[config.mk]
export PLATFORM = sky130hd
export DESIGN_NAME = riscv_mem_arbiter
export DESIGN_NICKNAME = d
export VERILOG_FILES = /design/src/rtl/riscv_mem_arbiter.sv
export SDC_FILE = /design/constraint.sdc
export NUM_CORES = 1
export LEC_CHECK = 0
export CORE_AREA = 10 10 227 229
export DETAILED_ROUTE_END_ITERATION = 8
export DIE_AREA = 0 0 237 239
export DONT_BUFFER_PORTS = 1
export PLACE_DENSITY = 0.33
export SYNTH_ARGS = -nofsm -noshare
export SYNTH_HDL_FRONTEND = slang
export SYNTH_SLANG_ARGS = --single-unit
[constraint.sdc]
create_clock -name i_riscv_arb_clk -period 1.7 [get_ports i_riscv_arb_clk]
set_input_delay 0.34 -clock i_riscv_arb_clk [delete_from_list [all_inputs] [get_ports i_riscv_arb_clk]]
set_output_delay 0.34 -clock i_riscv_arb_clk [all_outputs]
set_load 0.05 [all_outputs]
[src/rtl/riscv_mem_arbiter.sv]
// rtl/riscv_mem_arbiter.sv - shares one memory port between i-refill, d-refill and d-write-back
// Define RISCV_MEM_ARB_RR_EN for round-robin arbitration instead of fixed priority with starvation forcing.
module riscv_mem_arbiter #(
    parameter int ADDR_W       = 64,
    parameter int DATA_W       = 64,
    parameter int STARVE_LIMIT = 4
) (
    input  logic                i_riscv_arb_clk,
    input  logic                i_riscv_arb_rst,
    input  logic [ADDR_W-1:0]   i_icache_raddr,
    input  logic                i_icache_req,
    output logic                o_icache_done,
    output logic [DATA_W-1:0]   o_icache_rdata,
    input  logic [ADDR_W-1:0]   i_dcache_raddr,
    input  logic                i_dcache_rreq,
    output logic                o_dcache_rdone,
    output logic [DATA_W-1:0]   o_dcache_rdata,
    input  logic [ADDR_W-1:0]   i_dcache_waddr,
    input  logic [DATA_W-1:0]   i_dcache_wdata,
    input  logic [DATA_W/8-1:0] i_dcache_wstrb,
    input  logic                i_dcache_wreq,
    output logic                o_dcache_wdone,
    output logic                o_mem_req,
    output logic                o_mem_we,
    output logic [ADDR_W-1:0]   o_mem_addr,
    output logic [DATA_W-1:0]   o_mem_wdata,
    output logic [DATA_W/8-1:0] o_mem_wstrb,
    input  logic                i_mem_done,
    input  logic [DATA_W-1:0]   i_mem_rdata
);
    typedef enum logic [2:0] {IDLE, BUSY_DW, BUSY_DR, BUSY_IR, RESP} state_t;
    typedef enum logic [1:0] {SRC_DW = 2'd0, SRC_DR = 2'd1, SRC_IR = 2'd2, SRC_NONE = 2'd3} src_t;

    state_t state;
    src_t   win;

`ifdef RISCV_MEM_ARB_RR_EN
    src_t       last_grant;
    logic [2:0] req_vec;

    // Bit positions follow the src_t encoding so the search order is cyclic DW, DR, IR.
    assign req_vec = {i_icache_req, i_dcache_rreq, i_dcache_wreq};

    always_comb begin
        win = SRC_NONE;
        case (last_grant)
            SRC_DW:  win = req_vec[1] ? SRC_DR : req_vec[2] ? SRC_IR : req_vec[0] ? SRC_DW : SRC_NONE;
            SRC_DR:  win = req_vec[2] ? SRC_IR : req_vec[0] ? SRC_DW : req_vec[1] ? SRC_DR : SRC_NONE;
            default: win = req_vec[0] ? SRC_DW : req_vec[1] ? SRC_DR : req_vec[2] ? SRC_IR : SRC_NONE;
        endcase
    end
`else
    localparam logic [3:0] STARVE_MAX = 4'(STARVE_LIMIT);

    logic [3:0] starve_cnt;
    logic       force_ir;

    assign force_ir = (starve_cnt == STARVE_MAX) && i_icache_req;

    always_comb begin
        win = SRC_NONE;
        if (force_ir)
            win = SRC_IR;
        else if (i_dcache_wreq)
            win = SRC_DW;
        else if (i_dcache_rreq)
            win = SRC_DR;
        else if (i_icache_req)
            win = SRC_IR;
    end
`endif

    always_ff @(posedge i_riscv_arb_clk) begin
        if (i_riscv_arb_rst) begin
            state          <= IDLE;
            o_icache_done  <= 1'b0;
            o_icache_rdata <= '0;
            o_dcache_rdone <= 1'b0;
            o_dcache_rdata <= '0;
            o_dcache_wdone <= 1'b0;
            o_mem_req      <= 1'b0;
            o_mem_we       <= 1'b0;
            o_mem_addr     <= '0;
            o_mem_wdata    <= '0;
            o_mem_wstrb    <= '0;
`ifdef RISCV_MEM_ARB_RR_EN
            last_grant     <= SRC_IR;
`else
            starve_cnt     <= '0;
`endif
        end else begin
            o_icache_done  <= 1'b0;
            o_dcache_rdone <= 1'b0;
            o_dcache_wdone <= 1'b0;
            case (state)
                IDLE: begin
                    if (win != SRC_NONE) begin
                        o_mem_req <= 1'b1;
                        o_mem_we  <= (win == SRC_DW);
                        case (win)
                            SRC_DW: begin
                                o_mem_addr  <= i_dcache_waddr;
                                o_mem_wdata <= i_dcache_wdata;
                                o_mem_wstrb <= i_dcache_wstrb;
                                state       <= BUSY_DW;
                            end
                            SRC_DR: begin
                                o_mem_addr  <= i_dcache_raddr;
                                o_mem_wdata <= '0;
                                o_mem_wstrb <= '0;
                                state       <= BUSY_DR;
                            end
                            default: begin
                                o_mem_addr  <= i_icache_raddr;
                                o_mem_wdata <= '0;
                                o_mem_wstrb <= '0;
                                state       <= BUSY_IR;
                            end
                        endcase
`ifdef RISCV_MEM_ARB_RR_EN
                        last_grant <= win;
`else
                        if (win == SRC_IR || !i_icache_req)
                            starve_cnt <= '0;
                        else if (starve_cnt != STARVE_MAX)
                            starve_cnt <= starve_cnt + 4'd1;
`endif
                    end
                end
                BUSY_DW, BUSY_DR, BUSY_IR: begin
                    if (i_mem_done) begin
                        o_mem_req <= 1'b0;
                        o_mem_we  <= 1'b0;
                        state     <= RESP;
                        case (state)
                            BUSY_IR: begin
                                o_icache_rdata <= i_mem_rdata;
                                o_icache_done  <= 1'b1;
                            end
                            BUSY_DR: begin
                                o_dcache_rdata <= i_mem_rdata;
                                o_dcache_rdone <= 1'b1;
                            end
                            default: o_dcache_wdone <= 1'b1;
                        endcase
                    end
                end
                // One dead cycle lets the finished requester drop its level request.
                RESP:    state <= IDLE;
                default: state <= IDLE;
            endcase
        end
    end
endmodule

==> out/qor.yml <==
clock_network:
  cts_buffers: 35
  cts_root_buf: "clkbuf_16"
  clk_pin_slew_ns: 0.06
  cts_tree: "yes"
  clk_path_buf_depth: 3
  numClockSinks: 276
  htreeDepth: 2
  worstSkewPairLatency_ns: 0.53
min_path:
  hold_path_depth: 1
  hold_path.class: "in -> reg"
critical_path:
  end_kind: "flop"
  path_class: "reg -> reg"
  required_ns: 2.10
  ff2ff_path_depth: 8
  arrival_ns: 2.05
  start_kind: "flop"
  critPathMaxFanout: 7
sta:
  hold_violations: 110
  max_freq_mhz: 606
  max_slew_margin: 0.563
  setup_viol: 0
  finalMaxSlewViolations: 0
  fin_crit_sh: 0.971
  fin_crit_ns: 1.65
  rsz0062_at_grt: "true"
  timing.hold.ws_ns: -0.122
  setup_ws_ns: 0.0486
  worstMarginPinSlew_ns: 0.654
  finClkSkew_ns: 0.0138
routing:
  wire_per_inst_microns: 24.5
  routed_via_density: 4.83
  ant_nets: 0
  dr.pass1.iters: 4
  wl_microns: 47400
  num_vias: 9361
  drc: 0
  drt-initial-drc-count: 448
yosys:
  syn_inst: 1232
  synth_top_flop_cell: "dfxtp_1"
  synth-seq-cells: 276
  synth_enable_flop_cells: 0
  synthDistinctLibCells: 37
  async_flop_share: 0
  ys_seq_area_frac: 0.506
  syn_nets: 1568
  synth_area_sq_um: 10900
  synth-warning-count: 0
  syn_area_per_cell_sq_um: 8.86
place:
  preCtsSetupSlack_ns: -0.0723
  gp_congestion: 0.745
  place_hpwl_microns: 32800
  io_buffers: 0
cells_and_area:
  nets: 1633
  layout-drive-gt1-share: 0.180
  area_growth_pct: 30.9
  fill_cells: 4955
global_route:
  overflow: 0
  antenna_found_initial: 1
  track_usage: 0.150
  grt_max_degree: 277
  busiest_layer: "met2"
  grt_pass1_wl_microns: 65500
  gr-usage-met3: 0.0712
  met1_usage: 0.166
  use_met2: 0.254
  grt_pass1_vias: 9237
power:
  leakagePower_uw: 0.00496
  p_per_area_nw_per_um2: 1310
  peakVddDrop_v: 0.000708
floorplan:
  core-area_sq_um: 47100
  die_area_sq_um: 56600
  fp-row-count: 80
  die_y_microns: 239
  die_w_microns: 237
  initial_utilization: 0.232
  io_pins: 603
run_status:
  failed_checks: "negative hold slack"
  status: "finished, violations left"
flow_run:
  cap_violations: 0
final timing paths:
kind,start,endpoint,slack (ns)
max,starve_cnt[0]$_SDFFE_PP0P_,o_mem_wdata[35]$_SDFFE_PP0P_,0.05
min,i_riscv_arb_rst,o_icache_rdata[22]$_SDFFE_PP0P_,-0.12
max reg2reg,starve_cnt[0]$_SDFFE_PP0P_,o_mem_wdata[35]$_SDFFE_PP0P_,0.05
min reg2reg,o_mem_addr[60]$_SDFFE_PP0P_,o_mem_addr[60]$_SDFFE_PP0P_,0.49
registers in the layout, summed over array words and instances, names as in the netlist:
signal / flops
o_mem_wdata: 64
o_mem_req: 1
o_mem_wstrb: 8
o_dcache_wdone: 1
o_icache_done: 1
o_mem_we: 1
o_mem_addr: 64
o_dcache_rdata: 64
state: 3
o_icache_rdata: 64
starve_cnt: 4
o_dcache_rdone: 1
cells by family after synthesis:
logic type               after synthesis  share of synthesized area
AND/OR/NAND/NOR                      490                      0.189
buffers and inverters                122                     0.0634
adder cells (fa/ha/maj)                2                    0.00229
AO/OA/AOI/OAI                        342                      0.239
flip-flops                           276                      0.506
worst max-delay path, stage by stage, from the launching register on:
cell,delay [ns]
dfxtp_2,0.33
inv_1,0.08
ha_2,0.19
nand4b_4,0.15
and3_4,0.23
buf_12,0.16
clkbuf_16,0.17
a22oi_2,0.12
nor2_1,0.07
metrics by stage:
| step | setup TNS [ns] | util | instance area, sq um | power, uW | std cells |
|---|---|---|---|---|---|
| floorplan | 0 | - | 10900 | 10500 | 1232 |
| global placement | -0.0558 | 0.246 | 11600 | 11100 | 1773 |
| detailed placement | -0.106 | 0.246 | 11600 | 11100 | 1773 |
| CTS | 0 | 0.284 | 13400 | 18600 | 1902 |
| global route | -0.498 | 0.303 | 14300 | 19600 | 1936 |
| finish | 0 | 0.303 | 14300 | 18700 | 1937 |
layout by cell type, fill, tap and decap left out, types with 2 or more instances in the layout:
master         synthesis  layout
buf_6                 19       5
a221oi_2              30      45
clkbuf_1              47      10
dfxtp_1              276     273
a21oi_1              128     128
a31oi_1                3       2
a221oi_1              34      16
a22oi_2                0      50
and3_1                 3       2
clkbuf_8               0       5
a22oi_1               72      22
nor3_1                54      54
a22o_1                64      64
nand4_1                2       2
buf_16                 0       3
dfxtp_2                0       3
clkinv_2               0       6
buf_8                  0       2
a221oi_4               0       3
nor3_2                10      10
nor2_1               144     144
nand2_1              261     261
or3_1                  3       3
inv_1                  5       5
dlygate4sd3_1          0      88
a21oi_2                4       4
nand3_2                0       2
buf_12                 0      15
buf_4                 10      24
nor3_4                 2       2
clkbuf_16              0      44
Yosys cell counts, types with 2 or more instances:
library cell | instances | area share
a21oi_1 | 128 | 0.059
a21oi_2 | 4 | 0.0032
a221oi_1 | 34 | 0.027
a221oi_2 | 30 | 0.041
a22o_1 | 64 | 0.051
a22oi_1 | 72 | 0.050
a31oi_1 | 3 | 0.0017
and3_1 | 3 | 0.0017
buf_2 | 40 | 0.018
buf_4 | 10 | 0.0069
buf_6 | 19 | 0.020
clkbuf_1 | 47 | 0.016
dfxtp_1 | 276 | 0.51
ha_1 | 2 | 0.0023
inv_1 | 5 | 0.0017
nand2_1 | 261 | 0.090
nand3_1 | 3 | 0.0014
nand4_1 | 2 | 0.0011
nor2_1 | 144 | 0.050
nor2b_1 | 3 | 0.0017
nor3_1 | 54 | 0.025
nor3_2 | 10 | 0.0092
nor3_4 | 2 | 0.0030
or3_1 | 3 | 0.0017
per-layer routing:
layer / wire length, microns / share of wire
met5: 0 / 0
met4: 863 / 0.018
met3: 4920 / 0.10
met2: 23900 / 0.50
met1: 17700 / 0.37
layout make-up:
class | count | area, sq um | area share
multi-input combinational | 834 | 5140 | 0.360
clock buffer | 51 | 1010 | 0.0705
inverter | 5 | 18.8 | 0.00131
timing repair buffer | 145 | 1730 | 0.121
clock inverter | 10 | 92.6 | 0.00648
sequential | 276 | 5530 | 0.387
antenna | 1 | 2.50 | 0.000175
tap | 615 | 769 | 0.0538
repair_timing:
item	CTS	global route
gates resized for setup	4	84
cloned	0	10
hold endpoints to repair	274	272
setup buffers	1	3
pin swaps	1	14
hold buffers	67	21
endpoints found under the setup margin	34	119
report_power, final:
group / internal (uW) / leakage (uW) / switching (uW)
combinational: 1240 / 0.00217 / 1400
clock: 4270 / 0.000541 / 2900
sequential: 6940 / 0.00225 / 1980
total: 12400 / 0.00496 / 6280
Power figures use the tool's default switching activity.
